[config.mk]
export PLATFORM = sky130hd
export DESIGN_NAME = fetch_stage
export DESIGN_NICKNAME = d
export VERILOG_FILES = /design/src/rtl/fetch_stage.sv
export SDC_FILE = /design/constraint.sdc
export NUM_CORES = 1
export LEC_CHECK = 0
export CELL_PAD_IN_SITES_DETAIL_PLACEMENT = 1
export CELL_PAD_IN_SITES_GLOBAL_PLACEMENT = 1
export CORE_MARGIN = 2
export CORE_UTILIZATION = 42
export CTS_CLUSTER_SIZE = 8
export DETAILED_ROUTE_END_ITERATION = 7
export PLACE_DENSITY_LB_ADDON = 0.1
export SLEW_MARGIN = 20
export SYNTH_ARGS = -nofsm -noshare
export SYNTH_HDL_FRONTEND = slang
export SYNTH_SLANG_ARGS = --single-unit
[constraint.sdc]
create_clock -name clk -period 5.9 [get_ports clk]
set_clock_uncertainty 0.1 [all_clocks]
set_input_delay 1.18 -clock clk [delete_from_list [all_inputs] [get_ports clk]]
set_output_delay 1.18 -clock clk [all_outputs]
set_load 0.1 [all_outputs]
[src/rtl/fetch_stage.sv]
// Instruction fetch + IF/ID register for the 16-bit RISC pipeline, with a one-entry skid for stalls.
// Optional perf counters (perf_fetched, perf_bubbles) are built when FETCH_PERF_CNT_EN is defined.
module fetch_stage #(
    parameter int unsigned            PC_WIDTH    = 16,
    parameter int unsigned            INSTR_WIDTH = 16,
    parameter logic [PC_WIDTH-1:0]    RESET_PC    = '0,
    parameter logic [INSTR_WIDTH-1:0] NOP_INSTR   = '0
) (
    input  logic                   clk,
    input  logic                   rst,
    input  logic                   stall,
    input  logic                   redirect_valid,
    input  logic [PC_WIDTH-1:0]    redirect_pc,
    output logic                   imem_en,
    output logic [PC_WIDTH-1:0]    imem_addr,
    input  logic [INSTR_WIDTH-1:0] imem_rdata,
    output logic                   id_valid,
    output logic [INSTR_WIDTH-1:0] id_instr,
    output logic [3:0]             instr_code,
    output logic [PC_WIDTH-1:0]    id_pc,
    output logic [PC_WIDTH-1:0]    id_pc_plus1
`ifdef FETCH_PERF_CNT_EN
    ,
    output logic [31:0]            perf_fetched,
    output logic [31:0]            perf_bubbles
`endif
);

    typedef enum logic [1:0] {
        MODE_RUN,
        MODE_STALL,
        MODE_REDIRECT
    } mode_e;

    typedef struct packed {
        logic                   valid;
        logic [INSTR_WIDTH-1:0] instr;
        logic [PC_WIDTH-1:0]    pc;
        logic [PC_WIDTH-1:0]    pc_plus1;
    } ifid_t;

    mode_e                  mode;
    logic [PC_WIDTH-1:0]    pc_q;
    logic                   req_valid;
    logic [PC_WIDTH-1:0]    req_pc;
    logic                   hold_valid;
    logic [INSTR_WIDTH-1:0] hold_instr;
    logic [PC_WIDTH-1:0]    hold_pc;
    ifid_t                  ifid_q;
    ifid_t                  ifid_ld;

    always_comb begin
        mode = MODE_RUN;
        if (redirect_valid)
            mode = MODE_REDIRECT;
        else if (stall)
            mode = MODE_STALL;
    end

    assign imem_addr = pc_q;
    assign imem_en   = !rst && !stall && !redirect_valid;

    // Skid entry outranks the in-flight read: it is the older instruction.
    always_comb begin
        ifid_ld       = '0;
        ifid_ld.instr = NOP_INSTR;
        if (hold_valid) begin
            ifid_ld.valid = 1'b1;
            ifid_ld.instr = hold_instr;
            ifid_ld.pc    = hold_pc;
        end else if (req_valid) begin
            ifid_ld.valid = 1'b1;
            ifid_ld.instr = imem_rdata;
            ifid_ld.pc    = req_pc;
        end
        ifid_ld.pc_plus1 = ifid_ld.pc + 1'b1;
    end

    always_ff @(posedge clk or posedge rst) begin
        if (rst) begin
            pc_q      <= RESET_PC;
            req_valid <= 1'b0;
            req_pc    <= '0;
        end else begin
            case (mode)
                MODE_REDIRECT: begin
                    pc_q      <= redirect_pc;
                    req_valid <= 1'b0;
                end
                MODE_STALL: req_valid <= 1'b0;
                default: begin
                    pc_q      <= pc_q + 1'b1;
                    req_valid <= 1'b1;
                    req_pc    <= pc_q;
                end
            endcase
        end
    end

    // A multi-cycle stall issues no reads, so the skid entry captured on the first stall edge persists.
    always_ff @(posedge clk or posedge rst) begin
        if (rst) begin
            hold_valid <= 1'b0;
            hold_instr <= NOP_INSTR;
            hold_pc    <= '0;
        end else begin
            case (mode)
                MODE_STALL: begin
                    if (req_valid) begin
                        hold_valid <= 1'b1;
                        hold_instr <= imem_rdata;
                        hold_pc    <= req_pc;
                    end
                end
                default: hold_valid <= 1'b0;
            endcase
        end
    end

    always_ff @(posedge clk or posedge rst) begin
        if (rst) begin
            ifid_q       <= '0;
            ifid_q.instr <= NOP_INSTR;
        end else begin
            case (mode)
                MODE_REDIRECT: begin
                    ifid_q.valid <= 1'b0;
                    ifid_q.instr <= NOP_INSTR;
                end
                MODE_STALL: ifid_q <= ifid_q;
                default:    ifid_q <= ifid_ld;
            endcase
        end
    end

    assign id_valid    = ifid_q.valid;
    assign id_instr    = ifid_q.instr;
    assign instr_code  = ifid_q.instr[INSTR_WIDTH-1 -: 4];
    assign id_pc       = ifid_q.pc;
    assign id_pc_plus1 = ifid_q.pc_plus1;

`ifdef FETCH_PERF_CNT_EN
    logic run_fetch;
    logic run_bubble;

    assign run_fetch  = (mode == MODE_RUN) && ifid_ld.valid;
    assign run_bubble = ((mode == MODE_RUN) && !ifid_ld.valid) || (mode == MODE_REDIRECT);

    always_ff @(posedge clk or posedge rst) begin
        if (rst) begin
            perf_fetched <= '0;
            perf_bubbles <= '0;
        end else begin
            if (run_fetch && perf_fetched != 32'hFFFF_FFFF)
                perf_fetched <= perf_fetched + 32'd1;
            if (run_bubble && perf_bubbles != 32'hFFFF_FFFF)
                perf_bubbles <= perf_bubbles + 32'd1;
        end
    end
`endif

endmodule

After elaboration in Yosys (flattened, before gate mapping)
Index checks and enable logic that the tools add are counted.
{"block": "totals", "output_inout_bits": 70, "regBits": 115, "wordCells": 31}
{"block": "op_classes", "n_eq_ne": 3, "n_addsub": 2, "n_reduce_logical": 7, "muxes": 9}
{"cell": "33-bit 2-to-1 mux", "n": 2}
{"cell": "17-bit one-hot mux with 2 select lines", "n": 1}
{"cell": "16-bit by 1-bit adder with 16-bit output, second input constant", "n": 2}
{"cell": "16-bit one-hot mux with 2 select lines", "n": 1}
{"cell": "1-bit 2-to-1 mux", "n": 4}
{"cell": "1-bit logical NOT", "n": 3}
{"cell": "2-bit by 1-bit equality test with 1-bit output, second input constant", "n": 1}
{"cell": "2-bit equality test, second input constant", "n": 1}
{"cell": "1-bit logical AND", "n": 2}
{"cell": "2-bit 2-to-1 mux", "n": 1}
{"cell": "2-bit != test, second input constant", "n": 1}
{"cell": "2-bit AND reduction", "n": 1}
{"cell": "2-bit OR reduction", "n": 1}

Logic depth before layout (Yosys ltp)
Gate-level depths: netlist (run 1).
{"block": "depth", "word_depth": 5, "depth_mapped": 11}

Worst setup path before layout (run 1)
Ideal clock, no wire load.
{"block": "synth_path", "kind": "input to output", "from": "in stall", "to": "out imem_en", "stages": 5, "arrival_time_ns": 3.222, "n_path_buf": 3, "path_slack_ns": 1.398, "required_time_ns": 4.620, "path_cell_list": "clkbuf_1 or2_1 clkbuf_1 clkbuf_1 nor2_1"}
{"block": "synth_between", "elab_chain_len": 3}
{"element": "start, declared", "line": "11", "text": "input logic stall,"}
{"element": "1-bit logical NOT", "line": "61", "text": "assign imem_en = !rst && !stall && !redirect_valid;"}
{"element": "1-bit logical AND (2 in a row)", "line": "61"}
{"element": "end, declared", "line": "14", "text": "output logic imem_en,"}
Every way passes these cells.

Worst setup path after layout (run 1)
Same ends and word-level chain as after synthesis.

==> results.md, run 1 <==
- CTS clk-pin slew, worst paths: 50 ps
- Critical Path Fanout Max: 44
- CP arrival: 2600 ps
- Clock sinks: 115
- Initial antenna violation count: 0
- Worst r2r dst: id_pc_plus1[14]$_DFFE_PP0P_
- Area occupied by registers: 0.00288 mm2
- CP Capture Type: output pin
- Skew-Pair Late Insertion Delay: 410 ps
- Clk root buf: clkbuf_16
- Req. time, crit path: 4620 ps
- Ys Warns: 0
- RSZ-0062 raised after global routing: no
- CP endpoint: imem_en
- Total Routed Length: 13500 um
- Fill cells: 1444
- Die H: 117 um
- Post-synth EDFFs: 0
- Slew Viols, Final: 0
- Post-synth top cells: nand2_1, dfrtp_1, o21ai_1
- Synthesized area: 0.00536 mm2
- Psw: 0.835 mW
- Clock Path Buffers: 2
- Drt wl/cell: 16.1 um
- Crit Path Class: primary input to output pin
- Vias per cell: 5.16
- FF+latch count, synth: 115
- Critical Path Start: stall
- Final setup vio count: 0
- Top-count cell post-synth: nand2_1
- Top-area cell type share of the netlist area: 53.7%
- Flop pwr share: 37.9%
- Nets: 694
- Ratio of cells with drive above 1 in the final layout: 10.3%
- Clock power share: 39.7%
- I/O pin cnt: 106
- Worst Hold Class: flip-flop to flip-flop
- Max Fclk: 257 MHz
- Cts repair resizes: 0
- Total Power: 2.59 mW
- Ant diodes: 0
- P_leak: 3.04 nW
- Slew of the pin with the lowest slew margin: 1020 ps
- Max-cap violations: 0
- GPL Wtd Cong: 0.773
- DRC Markers: 0
- Mapped Nets: 603
- Tcrit/Tclk final: 65.8%
- Starting DRT DRC Count: 208
- Die W: 117 um
- TritonCTS buffer count: 17
- DP HPWL: 8920 um
- Setup TNS: 0 ps
- Routed Antenna Nets: 0
- Synth Flop Type: dfrtp_1
- Pre-antenna DRT Iters: 4
- Setup slack, reg-to-reg: 3080 ps
- Register area share after synthesis: 53.7%
- Core area: 0.0125 mm2
- Post-synth ARST share: 100%
- Logic pwr share: 22.3%
- Worst R2R Start: hold_valid$_DFFE_PP0P_
- Pin count of the biggest net entering global routing: 75
- Int Pwr: 1.76 mW
- Synth unique cells: 39
- Area Overhead vs Synth: 32.7%
- Htree depth: 4
- Status: finished, final reports clean
- Worst setup SP type: primary input
- # port buffers: 105
- Grt total ovfl: 0
- Power Density: 364 mW/mm2
- Final Hold Vio Count: 0
- Vias in the first global route: 4462
- Worst slew margin: 32.0%
- Sw frac: 32.2%
- FP Rows: 41
- R2R cell count: 7
- Synth Instances: 565
- Initial Util: 42.8%
- CTS tree: built
- Yosys top cell by area: dfrtp_1
- Vias after detailed routing: 4342
- Worst VDD drop: 0.184 mV
- Post-CTS Setup Inserts: 0
- Syn avg cell area: 9.48 um2
- Total GRT Usage: 21.3%
- Multi-input logic area: 0.00230 mm2
- Largest cells by area after synthesis: dfrtp_1, nand2_1, mux2_2
- Cts hold-fix bufs: 0
- First-pass GRT wire length: 22400 um
- Tmin final: 3880 ps
- Die area: 0.0137 mm2
flip-flops by register name, summed over array words and instances, names as in the netlist:
register and cells:
imem_addr 16, hold_pc 16, id_valid 1, id_pc 16
hold_instr 16, req_pc 16, id_instr 16, id_pc_plus1 16
hold_valid 1, req_valid 1
worst min path at each step:
stage	to	slack [ps]	startpoint	cells after the start
floorplan	req_pc[15]$_DFFE_PP0P_	360	req_pc[15]$_DFFE_PP0P_	2
global placement	id_pc[4]$_DFFE_PP0P_	360	id_pc[4]$_DFFE_PP0P_	2
detailed placement	id_pc[5]$_DFFE_PP0P_	360	id_pc[5]$_DFFE_PP0P_	2
CTS	id_pc[5]$_DFFE_PP0P_	380	id_pc[5]$_DFFE_PP0P_	2
global route	hold_pc[14]$_DFFE_PP0P_	410	hold_pc[14]$_DFFE_PP0P_	1
finish	id_pc[3]$_DFFE_PP0P_	380	id_pc[3]$_DFFE_PP0P_	2
stage by stage:
stage          instance area, um2  util (%)  hold WS [ps]  setup slack [ps]  std cells
2_1_floorplan                5360         -           362              1400        565
3_3_place_gp                 6500      51.9           360              1970        809
3_5_place_dp                 6500      51.9           363              1910        809
4_1_cts                      7110      56.8           377              2000        841
5_1_grt                      7110      56.8           411              1910        841
6_report                     7110      56.8           379              2020        841
kinds of logic (layout without fill, tap and decap cells):
group	Yosys count	after routing	synth area share, %
buffers and inverters	42	146	3.34
DFF	115	115	53.7
and+or+nand+nor	249	249	21.4
adders and majority gates	2	2	0.467
AOI/OAI and AO/OA	98	98	9.90
xor gates and xnor gates	25	25	4.09
muxes	34	34	7.10
power by group through the flow:
stage / logic [mW] / registers [mW] / clock network [mW]
after CTS: 0.585 / 0.983 / 1.05
after global placement: 0.571 / 0.988 / 0
after floorplan: 0.177 / 1.23 / 0
final: 0.579 / 0.983 / 1.03
after detailed placement: 0.581 / 0.995 / 0
after global routing: 0.615 / 1.00 / 1.09
per-layer routing:
metal | part of all wire, % | up-vias | GRT usage [%]
li1 | - | 2092 | -
met1 | 48 | 2150 | 29.0
met2 | 48 | 88 | 34.2
met3 | 2.8 | 12 | 4.53
met4 | 1.4 | 0 | 7.29
met5 | 0 | - | 0
area by class of cell:
cell class	instances	share of cell area [%]
clock inverters	2	0.493
well taps	172	3.03
clock buffers	30	8.08
flip-flops and latches	115	40.5
repair buffers	112	15.4
inverters	2	0.141
multi-input cells	408	32.3
cells in the final DEF, fill, tap and decap left out, types with 12 or more instances in the layout:
master           count
a21oi_1             39
clkbuf_16           17
clkdlybuf4s50_1    103
dfrtp_1            114
mux2_2              25
nand2_1            149
nand3_1             18
nand3b_1            19
nor2_1              29
o21ai_1             43
xnor2_1             12
xor2_1              13
worst max-delay path, stage by stage:
cell and delay [ps]:
clkdlybuf4s50_1 390, buf_4 280, or2_2 360, nor2_1 90, buf_4 290
Power figures use the tool's default switching activity.
==> run 2, diff against run 1 <==
--- a/config.mk
+++ b/config.mk
@@ -8,7 +8,7 @@
 export CELL_PAD_IN_SITES_DETAIL_PLACEMENT = 1
 export CELL_PAD_IN_SITES_GLOBAL_PLACEMENT = 1
 export CORE_MARGIN = 2
-export CORE_UTILIZATION = 42
+export CORE_UTILIZATION = 36
 export CTS_CLUSTER_SIZE = 8
 export DETAILED_ROUTE_END_ITERATION = 7
 export PLACE_DENSITY_LB_ADDON = 0.1
==> constraint.sdc (replaced) <==
create_clock -name clk -period 3.25 [get_ports clk]
set_clock_uncertainty 0.1 [all_clocks]
set_input_delay 0.65 -clock clk [delete_from_list [all_inputs] [get_ports clk]]
set_output_delay 0.65 -clock clk [all_outputs]
set_load 0.1 [all_outputs]
==> run 2 against run 1 <==
Net effect:
- worst hold slack is essentially flat
- clock-buffer cell count fell by 4
- register-to-register slack worse by 2300 ps
- via count shrank 0.44%
- largest cell class unchanged
- die area is 16% higher
- first-iteration DRC count is 1.4% lower
- clock power up 70%
- final cell count is 1.9% higher
- final area down 1.5%
- global-route usage shrank 2.7 points
- utilization is 8.6 points lower
- non-clock buffer count increased by 5
==> results.md, run 2 (same netlist as run 1, synthesis figures left out) <==
- Setup slack, reg-to-reg: 750 ps (-2330 ps)
- Initial Util: 36.9% (-5.9 points)
- Area Overhead vs Synth: 30.7%
- I/O pin cnt: 106 (unchanged)
- First-pass GRT wire length: 23600 um (+5.3%)
- Drt wl/cell: 16.2 um (+0.78%)
- Htree depth: 4 (unchanged)
- Most frequent cells in the layout: nand2_1, dfrtp_1, buf_4
- Clk root buf: clkbuf_16
- Nets: 699 (+0.72%)
- Setup TNS: 0 ps (unchanged)
- Slew of the pin with the lowest slew margin: 623 ps (-393 ps)
- Worst setup SP type: flip-flop
- # port buffers: 105 (unchanged)
- Ratio of cells with drive above 1 in the final layout: 21.2% (+11 points)
- Power Density: 654 mW/mm2 (+79%)
- Die area: 0.0159 mm2 (+16%)
- Ant diodes: 0 (unchanged)
- Vias after detailed routing: 4323 (-0.44%)
- GPL Wtd Cong: 0.759 (-1.7%)
- Pin count of the biggest net entering global routing: 73 (-2.7%)
- Tmin final: 2500 ps
- Total Routed Length: 13900 um (+2.7%)
- Grt total ovfl: 0 (unchanged)
- Vias per cell: 5.04 (-2.3%)
- Core area: 0.0145 mm2 (+16%)
- Worst slew margin: 58.2% (+26 points)
- Worst hold stages: 2 (unchanged)
- Clock Path Buffers: 2 (unchanged)
- Pre-antenna DRT Iters: 4 (unchanged)
- Hold WS: 378 ps (-0.337 ps)
- Total GRT Usage: 18.6% (-2.7 points)
- CP Capture Type: flip-flop
- R2R cell count: 7 (unchanged)
- Crit Path Class: flip-flop to flip-flop
- Initial antenna violation count: 0 (unchanged)
- DRC Markers: 0 (unchanged)
- Status: finished, final reports clean
- Final worst setup slack: 749 ps (-1270 ps)
- Slew Viols, Final: 0 (unchanged)
- Die W: 126 um (+7.7%)
- TritonCTS buffer count: 17 (unchanged)
- CTS tree: built
- Worst VDD drop: 0.335 mV (+82%)
- Vias in the first global route: 4522 (+1.3%)
- Clock sinks: 115 (unchanged)
- FP Rows: 44 (+7.3%)
- Tcrit/Tclk final: 77.0%
- RSZ-0062 raised after global routing: no
- Total Power: 4.58 mW (+77%)
- Die H: 126 um (+7.7%)
- CP arrival: 2690 ps (+90 ps)
- Post-CTS Setup Inserts: 0 (unchanged)
- Worst Hold Class: flip-flop to flip-flop
- Skew-Pair Late Insertion Delay: 410 ps (about the same)
- Req. time, crit path: 3440 ps (-1180 ps)
- Cts repair resizes: 0 (unchanged)
- DP HPWL: 9990 um (+12%)
- Routed Antenna Nets: 0 (unchanged)
- Critical Path Fanout Max: 19 (-57%)
- Cts hold-fix bufs: 0 (unchanged)
- Starting DRT DRC Count: 205 (-1.4%)
- Worst slack, placed: 781 ps (-1130 ps)
- P_leak: 3.18 nW (+4.5%)
- CTS clk-pin slew, worst paths: 50 ps (about the same)
- Commonest non-fill, non-tap cell in the layout: nand2_1
- Final Hold Vio Count: 0 (unchanged)
- Final setup vio count: 0 (unchanged)
- Max-cap violations: 0 (unchanged)
- Fill cells: 1676 (+16%)
- Max Fclk: 400 MHz
==> run 2: cell count changes in the layout (fill, tap and decap cells not counted), moves of 3 or more <==
| cell | delta |
|---|---|
| clkbuf_8 | -5 |
| buf_4 | +69 |
| clkdlybuf4s50_1 | -70 |
| clkinv_2 | +3 |
| buf_12 | +5 |
==> run 2: final cells by class <==
cell class	count	area [um2]	area share [%]
clock inverter	5	50.0	0.715
tap	184	230	3.29
clock buffer	26	509	7.27
timing repair buffer	117	1020	14.5
multi-input combinational	408	2300	32.9
inverter	2	11.3	0.161
sequential	115	2880	41.1
==> run 2: where the power goes <==
| group | switching (mW) | internal (mW) | total [mW] |
|---|---|---|---|
| Clock | 0.605 | 1.14 | 1.75 |
| Sequential | 0.167 | 1.63 | 1.80 |
| Combinational | 0.747 | 0.290 | 1.04 |
| Total | 1.52 | 3.06 | 4.58 |
==> run 2: metrics by stage <==
step / std cells / util [%] / cell area (um2)
6_report: 857 / 48.2 / 7000
5_1_grt: 857 / 48.2 / 7000
4_1_cts: 857 / 48.2 / 7000
3_5_place_dp: 826 / 44.3 / 6440
3_3_place_gp: 826 / 44.3 / 6440
2_1_floorplan: 565 / - / 5360
==> run 2: layer usage <==
layer	track usage (%)	share of wire [%]	routed length (um)
met5	0	0	0
met3	3.95	3.4	478
met1	25.3	49	6800
met4	6.40	1.4	189
met2	29.6	46	6440
==> run 2: worst paths after layout <==
path / from / end
hold reg to reg: id_pc[5]$_DFFE_PP0P_ / id_pc[5]$_DFFE_PP0P_
setup / recovery: req_valid$_DFF_PP0_ / id_pc_plus1[14]$_DFFE_PP0P_
setup reg to reg: req_valid$_DFF_PP0_ / id_pc_plus1[14]$_DFFE_PP0P_
max in group asynchronous: rst / hold_valid$_DFFE_PP0P_
hold / removal: id_pc[5]$_DFFE_PP0P_ / id_pc[5]$_DFFE_PP0P_
min in group asynchronous: rst / req_pc[7]$_DFFE_PP0P_
==> run 2: critical path: stages (launching register included) <==
cell and delay [ps]:
dfrtp_1 700, nand2_1 110, o21ai_1 190, ha_1 220, a21boi_1 390, nand4_1 230
mux2i_1 180, a211o_1 270
==> edit: new RTL, flow settings as in run 2 <==
Build with the macro `FETCH_PERF_CNT_EN` defined.
--- a/src/rtl/fetch_stage.sv
+++ b/src/rtl/fetch_stage.sv
@@ -1,5 +1,7 @@
 // Instruction fetch + IF/ID register for the 16-bit RISC pipeline, with a one-entry skid for stalls.
 // Optional perf counters (perf_fetched, perf_bubbles) are built when FETCH_PERF_CNT_EN is defined.
+`define FETCH_PERF_CNT_EN
+
 module fetch_stage #(
     parameter int unsigned            PC_WIDTH    = 16,
     parameter int unsigned            INSTR_WIDTH = 16,
Check against the original RTL (old outputs only; new: perf_bubbles and perf_fetched): equivalent (Yosys induction, for registers that start in step).
==> edit against run 2 <==
Setup slack lost 0.048 ns. Power grew 48%. Sequential cell count grew 64. Worst hold slack is essentially flat. Synthesized area grew 55%. Non-clock buffer count grew 65. Final area grew 50%. Wire length grew 52%. Critical path type unchanged. Largest cell class unchanged.
==> edit: results (changes against run 2) <==
[critical_path]
crit_fanout=21  ; was 19
endpoint=perf_fetched[22]  ; was id_pc_plus1[14]
reg2reg_depth=5  ; was 7

[logic_synthesis]
ys_top_cells_by_area=dfrtp_1, nand2_1, xnor2_1  ; was dfrtp_1, nand2_1, mux2_2
synth_nets=854  ; was 603
synth_cell_types=52  ; was 39
synth_compound_area_share_pct=8.63  ; was 9.90%
muxShareOfSynthArea_pct=4.74  ; was 7.10%
synthAdderAreaFrac_pct=0.604  ; was 0.467%

[global_route]
grt_pass1_wl_um=35400  ; was 23600 um
grt_max_degree=107  ; was 73
grt_use_total_pct=18.2  ; was 18.6%

[placement]
dp_cells=1238  ; was 826
pre_cts_ws_ns=0.570  ; was 0.781 ns
gp_congestion=0.771  ; was 0.759
port_buffers=169  ; was 105
dpl.hpwl_um=15100  ; was 9990 um

[sta]
worst_pin_slew_ns=0.739  ; was 0.623 ns
holdWs_ns=0.378  ; about the same
timing.final.ws_setup_ns=0.701  ; was 0.749 ns

[route]
vias=6426  ; was 4323
drt_iter0_drc=327  ; was 205
wl_um=21200  ; was 13900 um

[power]
leakage_nw=4.80  ; was 3.18 nW
p_int_mw=4.01  ; was 3.06 mW
ir_drop_mv=0.595  ; was 0.335 mV

[finish]
drive_gt1_share_pct=23.1  ; was 21.2%

[worst_hold_path]
holdCritStartpoint=id_pc[1]  ; was id_pc[5]

[status]
status=finished, final reports clean  ; unchanged

edit: per-layer routing:
| metal | share of wire [%] | vias to the layer above | global-route usage, % |
|---|---|---|---|
| met1 | 50 | 3162 | 26.4 |
| li1 | - | 3133 | - |
| met4 | 0.97 | 0 | 4.67 |
| met2 | 44 | 120 | 27.2 |
| met3 | 5.1 | 11 | 4.83 |
| met5 | 0 | - | 0 |
edit: area by class of cell:
| cell class | count | area [um2] |
|---|---|---|
| clock inverters | 15 | 136 |
| flip-flops and latches | 179 | 4480 |
| multi-input cells | 582 | 3580 |
| clock buffers | 17 | 425 |
| fillers | 2564 | 12100 |
| well taps | 285 | 357 |
| repair buffers | 182 | 1470 |
| inverters | 10 | 41.3 |
edit: worst max-delay path, stage by stage (launching register included):
cell     delay, ns
dfrtp_1       0.82
nor2_1        0.19
nor4_2        0.62
nand3_1       0.31
nor3_1        0.27
xor2_1        0.17
